===== src/rtl/pla_pkg.sv =====
// Shared types and default sizes for the PLA OR-plane configuration path.
package pla_pkg;

    localparam int PLA_NUM_INPUTS  = 5;
    localparam int PLA_NUM_OUTPUTS = 4;

    typedef enum logic [2:0] {
        IDLE,
        LOAD,
        SETUP,
        STROBE,
        HOLD,
        DONE
    } pla_prog_state_t;

endpackage


===== src/rtl/pla_onehot_dec.sv =====
// Index-to-one-hot decoder driving the per-cell write enables.
module pla_onehot_dec
    import pla_pkg::*;
#(
    parameter int NUM_OUTPUTS = PLA_NUM_OUTPUTS,
    parameter int IDX_W       = 2
)(
    input  logic [IDX_W-1:0]       idx,
    input  logic                   en,
    output logic [NUM_OUTPUTS-1:0] onehot
);

    always_comb begin
        onehot = '0;
        for (int i = 0; i < NUM_OUTPUTS; i++) begin
            onehot[i] = en && (idx == IDX_W'(i));
        end
    end

endmodule


===== src/rtl/pla_or_programmer.sv =====
// Streams select words into the OR-plane cells, one cell at a time,
// keeping the select bus stable around every write-enable pulse.
module pla_or_programmer
    import pla_pkg::*;
#(
    parameter int NUM_INPUTS  = PLA_NUM_INPUTS,
    parameter int NUM_OUTPUTS = PLA_NUM_OUTPUTS,
    localparam int IDX_W = (NUM_OUTPUTS > 1) ? $clog2(NUM_OUTPUTS) : 1
)(
    input  logic                   clk,
    input  logic                   rst_n,
    input  logic                   start,
    input  logic                   abort,
    input  logic                   cfg_valid,
    output logic                   cfg_ready,
    input  logic [NUM_INPUTS-1:0]  cfg_data,
    output logic [NUM_INPUTS-1:0]  sel_o,
    output logic [NUM_OUTPUTS-1:0] wen_o,
    output logic                   busy,
    output logic                   done,
    output logic [IDX_W-1:0]       cur_cell
);

    localparam logic [IDX_W-1:0] LAST = IDX_W'(NUM_OUTPUTS - 1);

    pla_prog_state_t         state, state_nx;
    logic [IDX_W-1:0]        idx, idx_nx;
    logic [NUM_INPUTS-1:0]   sel;
    logic                    load_sel;
    logic [NUM_OUTPUTS-1:0]  wen_dec;

    always_comb begin
        state_nx = state;
        idx_nx   = idx;
        load_sel = 1'b0;
        if (state != IDLE && abort) begin
            state_nx = IDLE;
            idx_nx   = '0;
        end else begin
            unique case (state)
                IDLE: begin
                    if (start) begin
                        state_nx = LOAD;
                        idx_nx   = '0;
                    end
                end
                LOAD: begin
                    if (cfg_valid) begin
                        state_nx = SETUP;
                        load_sel = 1'b1;
                    end
                end
                SETUP:  state_nx = STROBE;
                STROBE: state_nx = HOLD;
                HOLD: begin
                    if (idx == LAST) begin
                        state_nx = DONE;
                    end else begin
                        state_nx = LOAD;
                        idx_nx   = idx + 1'b1;
                    end
                end
                DONE: begin
                    state_nx = IDLE;
                    idx_nx   = '0;
                end
                default: begin
                    state_nx = IDLE;
                    idx_nx   = '0;
                end
            endcase
        end
    end

    // Decode from the next state so the enable is a clean flop output in STROBE.
    pla_onehot_dec #(
        .NUM_OUTPUTS (NUM_OUTPUTS),
        .IDX_W       (IDX_W)
    ) u_dec (
        .idx    (idx_nx),
        .en     (state_nx == STROBE),
        .onehot (wen_dec)
    );

    always_ff @(posedge clk or negedge rst_n) begin
        if (!rst_n) begin
            state <= IDLE;
            idx   <= '0;
            sel   <= '0;
            wen_o <= '0;
        end else begin
            state <= state_nx;
            idx   <= idx_nx;
            wen_o <= wen_dec;
            if (load_sel) begin
                sel <= cfg_data;
            end
        end
    end

    assign sel_o     = sel;
    assign cfg_ready = (state == LOAD);
    assign busy      = (state != IDLE);
    assign done      = (state == DONE);
    assign cur_cell  = idx;

endmodule


===== config.mk =====
export PLATFORM = sky130hd
export DESIGN_NAME = pla_or_programmer
export DESIGN_NICKNAME = d
export VERILOG_FILES = /design/src/rtl/pla_pkg.sv /design/src/rtl/pla_onehot_dec.sv /design/src/rtl/pla_or_programmer.sv
export SDC_FILE = /design/constraint.sdc
export NUM_CORES = 1
export LEC_CHECK = 0
export ABC_CLOCK_PERIOD_IN_PS = 1350
export BUFFER_PORTS_ARGS = -buffer_cell sky130_fd_sc_hd__buf_2
export CAP_MARGIN = 40
export CORE_MARGIN = 2
export CORE_UTILIZATION = 42
export CTS_CLUSTER_SIZE = 30
export DETAILED_ROUTE_END_ITERATION = 8
export GPL_TIMING_DRIVEN = 0
export PLACE_DENSITY_LB_ADDON = 0.25
export REMOVE_ABC_BUFFERS = 1
export SYNTH_ARGS = -nofsm -noshare
export SYNTH_HDL_FRONTEND = slang
export SYNTH_SLANG_ARGS = --single-unit
export TNS_END_PERCENT = 100

===== constraint.sdc =====
create_clock -name clk -period 1.35 [get_ports clk]
set_input_delay 0.135 -clock clk [delete_from_list [all_inputs] [get_ports clk]]
set_output_delay 0.135 -clock clk [all_outputs]
set_load 0.01 [all_outputs]

==> impl_metrics.env <==
export IMPL_cts_max_level=1
export IMPL_synth_distinct_cells=28
export IMPL_rsz0062_at_grt="true"
export IMPL_cp_required_ns=1.52
export IMPL_ys_ff_latch=14
export IMPL_crit_path_end_kind="flop"
export IMPL_worstMarginPinSlew_ns=0.309
export IMPL_multi_input_comb_area_um2=358
export IMPL_status="finished, violations left"
export IMPL_area_growth_pct=52.4
export IMPL_grt_antenna_before_repair=0
export IMPL_port_buffers=23
export IMPL_route_met2_wl_um=902
export IMPL_hold_viol=0
export IMPL_postSynth_asyncResetShare=1.00
export IMPL_core_area_um2=1510
export IMPL_cts_root_buf="clkbuf_4"
export IMPL_period_share=1.10
export IMPL_synth_edf_count=0
export IMPL_syn_inst=60
export IMPL_drc_errors=0
export IMPL_grt_pass1_wl_mm=2.68
export IMPL_worst_slack_ns=-0.131
export IMPL_setup_violations=14
export IMPL_firstDrtPassIters=4
export IMPL_max_freq_mhz=675
export IMPL_arrival_ns=1.65
export IMPL_cts_tree="built"
export IMPL_synth_flop_cell="dfrtp_1"
export IMPL_highest_layer="met4"
export IMPL_drive_gt1_frac=0.626
export IMPL_die_area_um2=1950
export IMPL_placed_cell_area_um2=796
export IMPL_num_antenna_cells=0
export IMPL_critical_path_class="flop to flop"
export IMPL_nFillCells=123
export IMPL_cp_start_kind="flop"
export IMPL_yosysMostFrequentCell="dfrtp_1"
export IMPL_grt_max_degree=15
export IMPL_synth_common_cells="14 x dfrtp_1, 6 x nor2_1, 5 x mux2_2"
export IMPL_period_needed_ns=1.48
export IMPL_cts_buffer_depth=2
export IMPL_ys_warn_count=0
export IMPL_finalSetupTns_ns=-1.21
export IMPL_hpwl_um=905
export IMPL_max_slew_margin=0.794
export IMPL_std_cell_rows=14
export IMPL_yosysTopAreaCellShare=0.517
export IMPL_wl_met3_um=63
export IMPL_finalWeightedCongestion=0.811
export IMPL_cap_violations=0
export IMPL_synth_area_top_cells="dfrtp_1 52%, mux2_2 8.3%, nor4b_4 3.5%"
export IMPL_clkTransAtPathRegs_ns=0.08
export IMPL_synth_area_per_cell_um2=11.3
export IMPL_num_vias=615
export IMPL_hold_path_class="input pin to flop"
export IMPL_violations="negative setup slack"
export IMPL_routed_wirelength_mm=1.71
export IMPL_cts_sinks=14
export IMPL_pin_count=24
export IMPL_yosys_area_top_type="dfrtp_1"
export IMPL_track_usage=0.192
export IMPL_start_util=0.450
export IMPL_synth_area_um2=678
export IMPL_ir_worst_vdd_mv=1.12
export IMPL_die_x_um=44.2
export IMPL_crit_path_max_fanout=6
export IMPL_avgViaCountPerCell=5.35
export IMPL_drv_slew=0
export IMPL_routedWlPerCell_um=14.9
export IMPL_fin_area_um2=1030
export IMPL_drt_iter0_markers=7
export IMPL_die_h_um=44.2
export IMPL_synth_seq_area_share=0.517
export IMPL_skew_ns=0.00358
export IMPL_wl_met1_um=715
export IMPL_seq_area_um2=355
export IMPL_overflow=0
export IMPL_leakagePower_nw=0.509
export IMPL_finalNetCount=111
export IMPL_clk_insertion_delay_late_ns=0.27
export IMPL_dp_slack_ns=-0.349
export IMPL_grt_pass1_vias=556
export IMPL_cts_buffers_inserted=3
export IMPL_ant_nets=0
export IMPL_p_per_area_nw_per_um2=1540
==> layout make-up <==
cell class	instances	area share
Clock buffer	3	0.0218
Inverter	1	0.00363
Multi-Input combinational cell	41	0.346
Sequential cell	14	0.344
Tap cell	16	0.0194
Timing Repair Buffer	40	0.265
==> state kept, by name (all words and copies together), names as in the netlist <==
signal,count
cur_cell,2
state,3
sel_o,5
wen_o,4
==> per-layer routing <==
metal	vias to the layer above	GRT usage
met5	-	0
met4	0	0.0909
met3	6	0.0245
met2	20	0.318
met1	296	0.249
li1	293	-
==> power breakdown <==
part | total [mW] | internal, mW | leakage [nW] | switching (mW)
sequential | 0.612 | 0.523 | 0.177 | 0.0890
clock | 0.229 | 0.103 | 0.0138 | 0.125
combinational | 0.755 | 0.443 | 0.318 | 0.312
==> cell usage in the layout, fill, tap and decap left out <==
| cell | n |
|---|---|
| dfrtp_2 | 4 |
| or2_2 | 1 |
| a21oi_1 | 2 |
| buf_6 | 7 |
| nor4b_2 | 1 |
| nor2b_4 | 1 |
| nand3b_1 | 1 |
| nor3b_2 | 1 |
| nand2_1 | 1 |
| nor2b_1 | 1 |
| or4b_4 | 1 |
| mux2_2 | 4 |
| dfrtp_1 | 10 |
| mux2_4 | 1 |
| a211o_1 | 1 |
| inv_1 | 1 |
| and3b_1 | 1 |
| nor3_1 | 3 |
| or4_1 | 1 |
| buf_2 | 22 |
| nor2_1 | 6 |
| and3_1 | 1 |
| nand4_1 | 1 |
| a21oi_2 | 1 |
| a2111o_1 | 1 |
| nand3_1 | 1 |
| or3b_1 | 1 |
| dlygate4sd3_1 | 1 |
| nand2b_1 | 1 |
| nand2b_4 | 1 |
| nor4b_4 | 2 |
| clkbuf_4 | 3 |
| buf_4 | 10 |
| and2_4 | 1 |
| or3_1 | 2 |
| maj3_2 | 1 |
==> timing repair <==
item,4_1_cts,5_1_grt
hold buffers,1,0
cloned,0,0
setup endpoints to repair,15,14
setup buffers,13,3
endpoints found under the hold margin,14,0
pin swaps,5,6
gates resized for setup,10,12
==> critical path, stage by stage (launching register included) <==
cell and delay [ns]:
dfrtp_2 0.47, or3b_1 0.39, a211o_1 0.33, and3b_1 0.18
==> through the flow <==
stage	hold slack (ns)	total power, mW	utilization	cells
2_1_floorplan	-0.161	0.884	-	56
3_3_place_gp	0.0389	1.04	0.528	95
3_5_place_dp	0.0481	1.06	0.528	95
4_1_cts	0.0815	1.47	0.634	112
5_1_grt	0.0715	1.70	0.686	115
6_report	0.0863	1.60	0.686	115
==> cells by family (layout without fill, tap and decap cells) <==
logic type,after synthesis,count (layout),share of synthesized area
adders and majority gates,1,1,0.0148
muxes,5,5,0.0830
DFF,14,14,0.517
and+or+nand+nor,30,30,0.303
AOI/OAI and AO/OA,5,5,0.0517
buffers and inverters,5,44,0.0314
==> path summary, 6_finish.rpt <==
check | slack (ns) | start | to | cells after the start
setup / recovery | -0.13 | state[1] | wen_o[0] | 3
hold / removal | 0.09 | cfg_data[0] | sel_o[0] | 2
setup reg to reg | -0.13 | state[1] | wen_o[0] | 3
hold reg to reg | 0.50 | sel_o[4] | sel_o[4] | 1
max in group asynchronous | 0.80 | rst_n | cur_cell[0] | 2
min in group asynchronous | 0.29 | rst_n | sel_o[4] | 2
No activity file was read; power rests on OpenSTA's default activity.
